==> config.mk <==
export PLATFORM = sky130hd
export DESIGN_NAME = instr_sequencer
export DESIGN_NICKNAME = d
export VERILOG_FILES = /design/src/rtl/instr_sequencer.sv
export SDC_FILE = /design/constraint.sdc
export NUM_CORES = 1
export LEC_CHECK = 0
export CORE_ASPECT_RATIO = 1.75
export CORE_UTILIZATION = 60
export CTS_CLUSTER_DIAMETER = 30
export CTS_CLUSTER_SIZE = 16
export DETAILED_ROUTE_END_ITERATION = 8
export GPL_ROUTABILITY_DRIVEN = 0
export PLACE_DENSITY = 0.86
export SYNTH_ARGS = -nofsm -noshare
export SYNTH_HDL_FRONTEND = slang
export SYNTH_SLANG_ARGS = --single-unit
==> constraint.sdc <==
create_clock -name clk -period 3.3 [get_ports clk]
set_input_delay 0.33 -clock clk [delete_from_list [all_inputs] [get_ports clk]]
set_output_delay 0.33 -clock clk [all_outputs]
set_load 0.02 [all_outputs]
==> src/rtl/instr_sequencer.sv <==
// Instruction fetch/issue unit: small program memory with a load port, a program
// counter advanced by the control FSM's done pulse, and a same-cycle lookahead word.
module instr_sequencer #(
    parameter  int OP_SIZE  = 4,
    parameter  int ARG_SIZE = 3,
    parameter  int ARG_NUM  = 2,
    parameter  int ADDR_W   = 4,
    localparam int INSTR_W  = OP_SIZE + ARG_NUM * ARG_SIZE,
    localparam int DEPTH    = 2 ** ADDR_W
) (
    input  logic               clk,
    input  logic               rst,
    input  logic               load_en,
    input  logic [ADDR_W-1:0]  load_addr,
    input  logic [INSTR_W-1:0] load_data,
    input  logic               start,
    input  logic               stop,
    input  logic               done,
    output logic [INSTR_W-1:0] instruction,
    output logic [ADDR_W-1:0]  pc,
    output logic [7:0]         retired,
    output logic               busy,
    output logic               halted,
    output logic               load_err
);

    localparam logic [OP_SIZE-1:0] HALT_OP  = '1;
    localparam logic [INSTR_W-1:0] NOP_WORD = {HALT_OP, {(INSTR_W - OP_SIZE){1'b0}}};

    typedef enum logic [1:0] {
        S_IDLE,
        S_RUN,
        S_HALTED
    } state_t;

    state_t              r_state;
    state_t              w_state_nxt;
    logic [ADDR_W-1:0]   r_pc;
    logic [ADDR_W-1:0]   w_pc_nxt;
    logic [7:0]          r_retired;
    logic [7:0]          w_retired_nxt;
    logic                r_stop_pending;
    logic                w_stop_pending_nxt;
    logic                r_load_err;
    logic [INSTR_W-1:0]  r_mem [DEPTH];

    logic [ADDR_W-1:0]   w_pc_inc;
    logic [INSTR_W-1:0]  w_cur_word;
    logic [INSTR_W-1:0]  w_next_word;
    logic                w_cur_halt;
    logic                w_next_halt;
    logic                w_stop_now;
    logic                w_running;
    logic                w_load_ok;

    assign w_running   = (r_state == S_RUN);
    assign w_pc_inc    = r_pc + ADDR_W'(1);
    assign w_cur_word  = r_mem[r_pc];
    assign w_next_word = r_mem[w_pc_inc];
    assign w_cur_halt  = (w_cur_word[INSTR_W-1 -: OP_SIZE] == HALT_OP);
    assign w_next_halt = (w_next_word[INSTR_W-1 -: OP_SIZE] == HALT_OP);
    // A stop arriving together with done still retires that instruction, but nothing follows it.
    assign w_stop_now  = r_stop_pending | stop;
    assign w_load_ok   = load_en & ~w_running;

    // NOTE: every output of this block gets a default first, so no path leaves it
    // unassigned and no latch is inferred.
    always_comb begin
        w_state_nxt        = r_state;
        w_pc_nxt           = r_pc;
        w_retired_nxt      = r_retired;
        w_stop_pending_nxt = r_stop_pending;
        instruction        = NOP_WORD;

        case (r_state)
            S_IDLE, S_HALTED: begin
                if (start) begin
                    w_state_nxt        = S_RUN;
                    w_pc_nxt           = '0;
                    w_retired_nxt      = '0;
                    w_stop_pending_nxt = 1'b0;
                end
            end

            S_RUN: begin
                if (done) begin
                    w_pc_nxt      = w_pc_inc;
                    w_retired_nxt = r_retired + 8'd1;
                    instruction   = w_stop_now ? NOP_WORD : w_next_word;
                    if (w_stop_now) begin
                        w_state_nxt        = S_IDLE;
                        w_stop_pending_nxt = 1'b0;
                    end else if (w_next_halt) begin
                        w_state_nxt = S_HALTED;
                    end
                end else begin
                    instruction = w_cur_word;
                    if (w_cur_halt) begin
                        // Program started on, or wrapped onto, a HALT word.
                        w_state_nxt        = S_HALTED;
                        w_stop_pending_nxt = 1'b0;
                    end else if (stop) begin
                        w_stop_pending_nxt = 1'b1;
                    end
                end
            end

            default: begin
                w_state_nxt        = S_IDLE;
                w_stop_pending_nxt = 1'b0;
            end
        endcase
    end

    // NOTE: sequential state uses non-blocking assignments so every register samples
    // the pre-edge values computed above, independent of statement order.
    always_ff @(posedge clk or negedge rst) begin
        if (!rst) begin
            r_state        <= S_IDLE;
            r_pc           <= '0;
            r_retired      <= '0;
            r_stop_pending <= 1'b0;
            r_load_err     <= 1'b0;
        end else begin
            r_state        <= w_state_nxt;
            r_pc           <= w_pc_nxt;
            r_retired      <= w_retired_nxt;
            r_stop_pending <= w_stop_pending_nxt;
            r_load_err     <= load_en & w_running;
        end
    end

    // NOTE: the program store is deliberately built from resettable flops, because
    // reset must leave every word reading as HALT; it cannot map onto a RAM macro.
    always_ff @(posedge clk or negedge rst) begin
        if (!rst) begin
            for (int i = 0; i < DEPTH; i++) begin
                r_mem[i] <= NOP_WORD;
            end
        end else if (w_load_ok) begin
            r_mem[load_addr] <= load_data;
        end
    end

    assign pc       = r_pc;
    assign retired  = r_retired;
    assign busy     = w_running;
    assign halted   = (r_state == S_HALTED);
    assign load_err = r_load_err;

endmodule

==> flow_summary_export.csv, run 1 <==
group,metric,value,unit
floorplan,coreArea,15500,sq um
yosys,ys_seq_area_share,47.1,%
global_route,grt_pass1_wl,38500,um
yosys,yosysUniqueCellTypes,40,
outcome,outcome,"finished clean",
sta,maxSlewHeadroom,44.9,%
worst_setup_path,setup.worst_path.start_class,"flip-flop",
yosys,ys_seq_elements,176,
floorplan,io_pins,45,
layout,drive_above_1_share,57.9,%
worst_setup_path,cpPeakStageDelay,0.52,ns
global_route,grt_max_degree,90,
drt,drc,0,
drt,viasPerCell,7.09,
sta,hold-worst-slack,0.527,ns
pwr,leakage,4.48,nW
cts,ctsLongestPathBuffers,2,
yosys,syn_nets,646,
drt,drt_wl_total,25200,um
drt,num_vias,6243,
pwr,powerDensity,962,nW/um^2
worst_setup_path,worstPathMaxFanout,10,
layout,fillers,920,
drt,firstDrtPassIters,5,
global_route,overflow,0,
yosys,yosysWarnings,0,
layout,final_cells,880,
yosys,synth-edff-count,0,
sta,setup_slack,0.0677,ns
cts,clock_sinks,176,
worst_setup_path,r2r_setup_slack,0.87,ns
cts,postCtsSetupBuffers,0,
drt,drt_iter0_drc,565,
cts,numCtsBuffers,17,
cts,clk_pin_slew,0.06,ns
yosys,synth_area_per_cell,15.3,sq um
job,maxCapViolCount,0,
yosys,synth_top_area_share,29.4,%
layout,area_growth_syn_to_layout,15.6,%
pwr,power_frac_seq,38.7,%
layout,seqCellArea,4490,sq um
yosys,ys_top_cells_by_count,"mux2_2 (166), dfrtp_1 (112), mux4_2 (79)",
cts,cts-root-buf,"clkbuf_16",
layout,multi_input_area,4810,sq um
sta,max_freq,309,MHz
drt,ant_nets,0,
floorplan,die_x,97.2,um
yosys,syn_inst,624,
sta,fin_crit,3.23,ns
yosys,synth_most_common_cell,"mux2_2",
sta,setup_viol,0,
placement,post-dp-hpwl,15700,um
yosys,syn_area,9520,sq um
drt,wl_per_cell,28.7,um
floorplan,die_h,169,um
sta,finalClockSkew,0.00964,ns
pwr,p_sw,0.00347,W
sta,hold_viol_final,0,
sta,final.period_utilization,97.9,%
yosys,synth_area_leaders,"dfrtp_1 (29%), mux2_2 (20%), mux4_2 (19%)",
cts,cts_tree,"built",
placement,place_inst,844,
pwr,intPower,0.00712,W
pwr,finalPower,0.0106,W
placement,portBuffers,44,
placement,dp_slack,0.217,ns
layout,nets,703,
worst_setup_path,critPathRequiredTime,2.97,ns
floorplan,start_util,61.6,%
sta,slew_viol_final,0,
pwr,clock_power_share,19.8,%
worst_hold_path,min_path_type,"reg -> reg",
worst_setup_path,cp_cell_sequence,"ha_4, buf_12, buf_4, mux4_2, mux2_2, o21ai_0, o22ai_1, clkdlybuf4s15_2",
yosys,yosysTopAreaCell,"dfrtp_1",
global_route,antenna_found_initial,0,
pwr,switching_share,32.7,%
yosys,synthFlopType,"dfrtp_1",
worst_setup_path,endpoint_kind,"output pin",
floorplan,num_rows,60,
floorplan,dieArea,16400,sq um
global_route,grt_util_all_layers,32.0,%
cts,clock_latency,0.44,ns
layout,n_antenna_cell,0,
sta,worst_slew_pin_slew,0.826,ns
worst_setup_path,critPathKind,"reg -> out",
yosys,async_reset_ff_share,100,%
worst_setup_path,crit_slowest_cell,"dfrtp_4",
pwr,peakVddDrop,405,uV
cts,htree_levels,4,
global_route,grt_pass1_vias,6640,
worst_setup_path,crit_arrival,2.90,ns
pwr,combPwrFrac,41.5,%
-- cell usage in the layout (no fill, tap or decap), types with 8 or more instances in the layout --
cell type and count:
nor2_1 12, clkdlybuf4s50_1 33, mux2_2 166, dfrtp_1 110
mux4_2 79, mux2i_1 8, nand2_1 21, clkbuf_16 19
o21ai_0 11, nand3_1 17, nor2b_1 8, dfstp_2 64
buf_4 28, mux4_1 8, nor2_2 9
-- path summary, 6_finish.rpt --
path / start / to / cells past startpoint
max in group asynchronous: rst / r_mem[68] / 3
min in group asynchronous: rst / r_mem[45] / 2
setup / recovery: pc[0] / instruction[5] / 8
setup reg to reg: pc[0] / r_state[0] / 7
hold / removal: r_stop_pending / r_stop_pending / 1
hold reg to reg: r_stop_pending / r_stop_pending / 1
-- layout make-up --
cell class | count | area share [%]
clock buffer | 17 | 3.86
clock inverter | 15 | 1.65
inverter | 7 | 0.239
multi-input combinational | 397 | 43.7
sequential | 176 | 40.8
tap | 186 | 2.11
timing repair buffer | 82 | 7.68
-- what timing repair did --
action	CTS	global route
hold buffers	1	0
gates cloned	1	2
hold endpoints to repair	11	0
endpoints found under the setup margin	10	9
resized for setup	17	9
pin swaps	1	0
-- cell families after synthesis --
kind of cell               after synthesis  synth area share, %
AOI/OAI and AO/OA                       35                 2.47
xor gates and xnor gates                 8                0.815
adders and majority gates                2                0.263
buffers and inverters                   51                 2.88
DFF                                    176                 47.1
muxes                                  263                 41.6
and+or+nand+nor                         89                 4.89
-- metal layers --
| layer | wire length, um | track usage (%) |
|---|---|---|
| met5 | 0 | 0 |
| met4 | 1780 | 21.4 |
| met3 | 1610 | 7.35 |
| met2 | 13100 | 53.8 |
| met1 | 8710 | 36.4 |
-- registers in the layout, summed over array words and instances, names as in the netlist --
signal and flops:
load_err 1, r_mem 160, retired 8, r_state 2
r_stop_pending 1, pc 4
-- power groups by stage --
| stage | Sequential, W | Combinational [W] | Clock (W) |
|---|---|---|---|
| final | 0.00410 | 0.00440 | 0.00209 |
| after global routing | 0.00421 | 0.00465 | 0.00219 |
| after CTS | 0.00404 | 0.00428 | 0.00210 |
| after detailed placement | 0.00405 | 0.00417 | 0 |
| after global placement | 0.00392 | 0.00403 | 0 |
| after floorplan | 0.00379 | 0.00327 | 0 |
-- worst max-delay path: cells and delay by family (launching register included) --
family / cells / cell delay, ns
AO/OA/AOI/OAI: 2 / 0.37
buffers and inverters: 3 / 0.66
flip-flops: 1 / 0.52
multiplexers: 2 / 0.57
adder cells (fa/ha/maj): 1 / 0.35
-- through the flow --
stage | TNS (ns) | area (sq um) | utilization, %
after floorplan | 0 | 9520 | -
after global placement | 0 | 10300 | 66.4
after detailed placement | 0 | 10300 | 66.4
after CTS | -0.0126 | 10900 | 70.6
after global routing | -0.00784 | 11000 | 71.2
final | 0 | 11000 | 71.2
(Power assumes the default switching activity.)
==> inputs of run 2 (changes only) <==
--- a/config.mk
+++ b/config.mk
@@ -6,12 +6,13 @@
 export NUM_CORES = 1
 export LEC_CHECK = 0
 export CORE_ASPECT_RATIO = 1.75
-export CORE_UTILIZATION = 60
+export CORE_MARGIN = 4
+export CORE_UTILIZATION = 30
 export CTS_CLUSTER_DIAMETER = 30
 export CTS_CLUSTER_SIZE = 16
 export DETAILED_ROUTE_END_ITERATION = 8
 export GPL_ROUTABILITY_DRIVEN = 0
-export PLACE_DENSITY = 0.86
+export PLACE_DENSITY = 0.52
 export SYNTH_ARGS = -nofsm -noshare
 export SYNTH_HDL_FRONTEND = slang
 export SYNTH_SLANG_ARGS = --single-unit
==> run 2 against run 1 <==
Against the previous run:
- wire length increased by 3.8%
- clock-buffer cell count up 11
- core utilization shrank 35 points
- non-clock buffer count increased by 8
- critical path type unchanged
- critical endpoint is now instruction[1]
- largest power group unchanged
- register-to-register slack got worse by 0.15 ns
- flip-flop and latch count did not move
- clock power about the same
- fmax is 1.1% higher
- sequential share of layout area fell by 1.2 points
==> flow_summary_export.csv, run 2 (synthesis gave the netlist of run 1 again) <==
group,metric,value,unit
cts,cts-root-buf,"clkbuf_16",
drt,viasPerCell,5.38,
cts,numCtsBuffers,17,
worst_setup_path,setup.worst_path.start_class,"flip-flop",
sta,worst_slew_pin_slew,0.786,ns
worst_setup_path,endpoint_kind,"output pin",
floorplan,dieArea,34800,sq um
cts,clock_latency,0.44,ns
worst_hold_path,min_path_type,"in -> async",
cts,cts_tree,"built",
floorplan,coreArea,31400,sq um
global_route,grt_max_degree,83,
layout,largest_register,"r_mem",
placement,place_inst,1058,
global_route,grt_pass1_vias,6356,
cts,ctsLongestPathBuffers,2,
pwr,powerDensity,930,nW/um^2
sta,fin_crit,3.20,ns
layout,seqCellArea,4490,sq um
layout,drive_above_1_share,58.3,%
drt,firstDrtPassIters,4,
placement,placement.cell_area,10600,sq um
layout,area_growth_syn_to_layout,19.1,%
sta,setup_viol,0,
placement,portBuffers,44,
outcome,outcome,"finished clean",
floorplan,start_util,30.3,%
worst_setup_path,critPathRequiredTime,2.97,ns
layout,largest_register_ffs,160,
floorplan,die_x,143,um
sta,max_freq,313,MHz
sta,slew_viol_final,0,
pwr,leakage,4.52,nW
drt,drc,0,
pwr,finalPower,0.0105,W
floorplan,io_pins,45,
cts,htree_levels,4,
global_route,overflow,0,
layout,fillers,2956,
drt,drt_wl_total,26200,um
layout,final_cells,1098,
sta,setup_slack,0.103,ns
drt,num_vias,5908,
global_route,antenna_found_initial,2,
sta,hold_viol_final,0,
global_route,grt_util_all_layers,15.7,%
layout,fin_area,11300,sq um
placement,dp_slack,0.146,ns
worst_setup_path,critPathKind,"reg -> out",
drt,wl_per_cell,23.8,um
layout,final_common_cell,"mux2_2",
layout,multi_input_area,4820,sq um
cts,clk_pin_slew,0.07,ns
pwr,peakVddDrop,382,uV
layout,nets,711,
layout,final_cell_mix,"mux2_2 (166), dfrtp_1 (110), mux4_2 (79)",
sta,finalClockSkew,0.00953,ns
sta,final.period_utilization,96.9,%
worst_setup_path,crit_arrival,2.87,ns
floorplan,die_h,244,um
floorplan,num_rows,86,
placement,post-dp-hpwl,17500,um
sta,finalSetupTns,0,ns
job,maxCapViolCount,0,
global_route,grt_pass1_wl,40100,um
worst_setup_path,worstPathMaxFanout,10,
drt,drt_iter0_drc,411,
drt,ant_nets,0,
sta,rsz0062_at_grt,"false",
cts,clock_sinks,176,
layout,n_antenna_cell,0,
sta,maxSlewHeadroom,47.5,%
## run 2: layer usage
| layer | GRT usage, % | routed length, um | vias to the layer above |
|---|---|---|---|
| li1 | - | - | 2528 |
| met1 | 18.4 | 10300 | 3175 |
| met2 | 27.0 | 13700 | 149 |
| met3 | 2.95 | 961 | 56 |
| met4 | 7.81 | 1200 | 0 |
| met5 | 0 | 0 | - |
## run 2: what timing repair did
action	in CTS	in global routing
hold buffers	1	0
pin swaps	0	1
cloned	1	0
hold endpoints to repair	49	0
setup buffers	4	2
endpoints found under the setup margin	10	3
resized for setup	28	8
## run 2: power breakdown
part / internal, W / total, W / switching [W]
Combinational: 0.00267 / 0.00442 / 0.00175
Sequential: 0.00333 / 0.00403 / 0.000702
Clock: 0.00127 / 0.00209 / 0.000827
## run 2: area by class of cell
| cell class | count | area share (%) |
|---|---|---|
| Inverter | 7 | 0.232 |
| Clock buffer | 28 | 4.76 |
| Timing Repair Buffer | 90 | 7.92 |
| Multi-Input combinational cell | 397 | 42.5 |
| Tap cell | 396 | 4.37 |
| Sequential cell | 176 | 39.6 |
| Clock inverter | 4 | 0.618 |
## run 2: critical path, stage by stage (launching register included)
cell and delay, ns:
dfrtp_4 0.52, ha_4 0.30, buf_12 0.14, buf_16 0.14, buf_4 0.17, mux4_2 0.30
mux2_2 0.27, o21ai_0 0.16, o22ai_1 0.12, clkdlybuf4s15_1 0.30
## run 2: final timing paths
check,slack [ns],cells after the start,end,startpoint
min in group clk,0.53,1,r_mem[125],r_mem[125]
hold / removal,0.46,2,r_mem[11],rst
setup / recovery,0.10,9,instruction[1],pc[0]
hold reg to reg,0.53,1,r_mem[125],r_mem[125]
setup reg to reg,0.72,9,r_state[0],pc[0]
max in group asynchronous,1.93,3,r_mem[89],rst
## run 2: stage by stage
stage          utilization (%)  hold WS, ns
3_5_place_dp              33.6        0.373
2_1_floorplan                -       0.0344
4_1_cts                   36.0        0.463
6_report                  36.1        0.457
3_3_place_gp              33.6        0.359
5_1_grt                   36.1        0.511
==> inputs of run 3 (changes only) <==
--- a/config.mk
+++ b/config.mk
@@ -8,7 +8,7 @@
 export CORE_ASPECT_RATIO = 1.75
 export CORE_MARGIN = 4
 export CORE_UTILIZATION = 30
-export CTS_CLUSTER_DIAMETER = 30
+export CTS_CLUSTER_DIAMETER = 80
 export CTS_CLUSTER_SIZE = 16
 export DETAILED_ROUTE_END_ITERATION = 8
 export GPL_ROUTABILITY_DRIVEN = 0
==> results of run 3 <==
Final layout, timing and power as in run 2 (identical DEF).
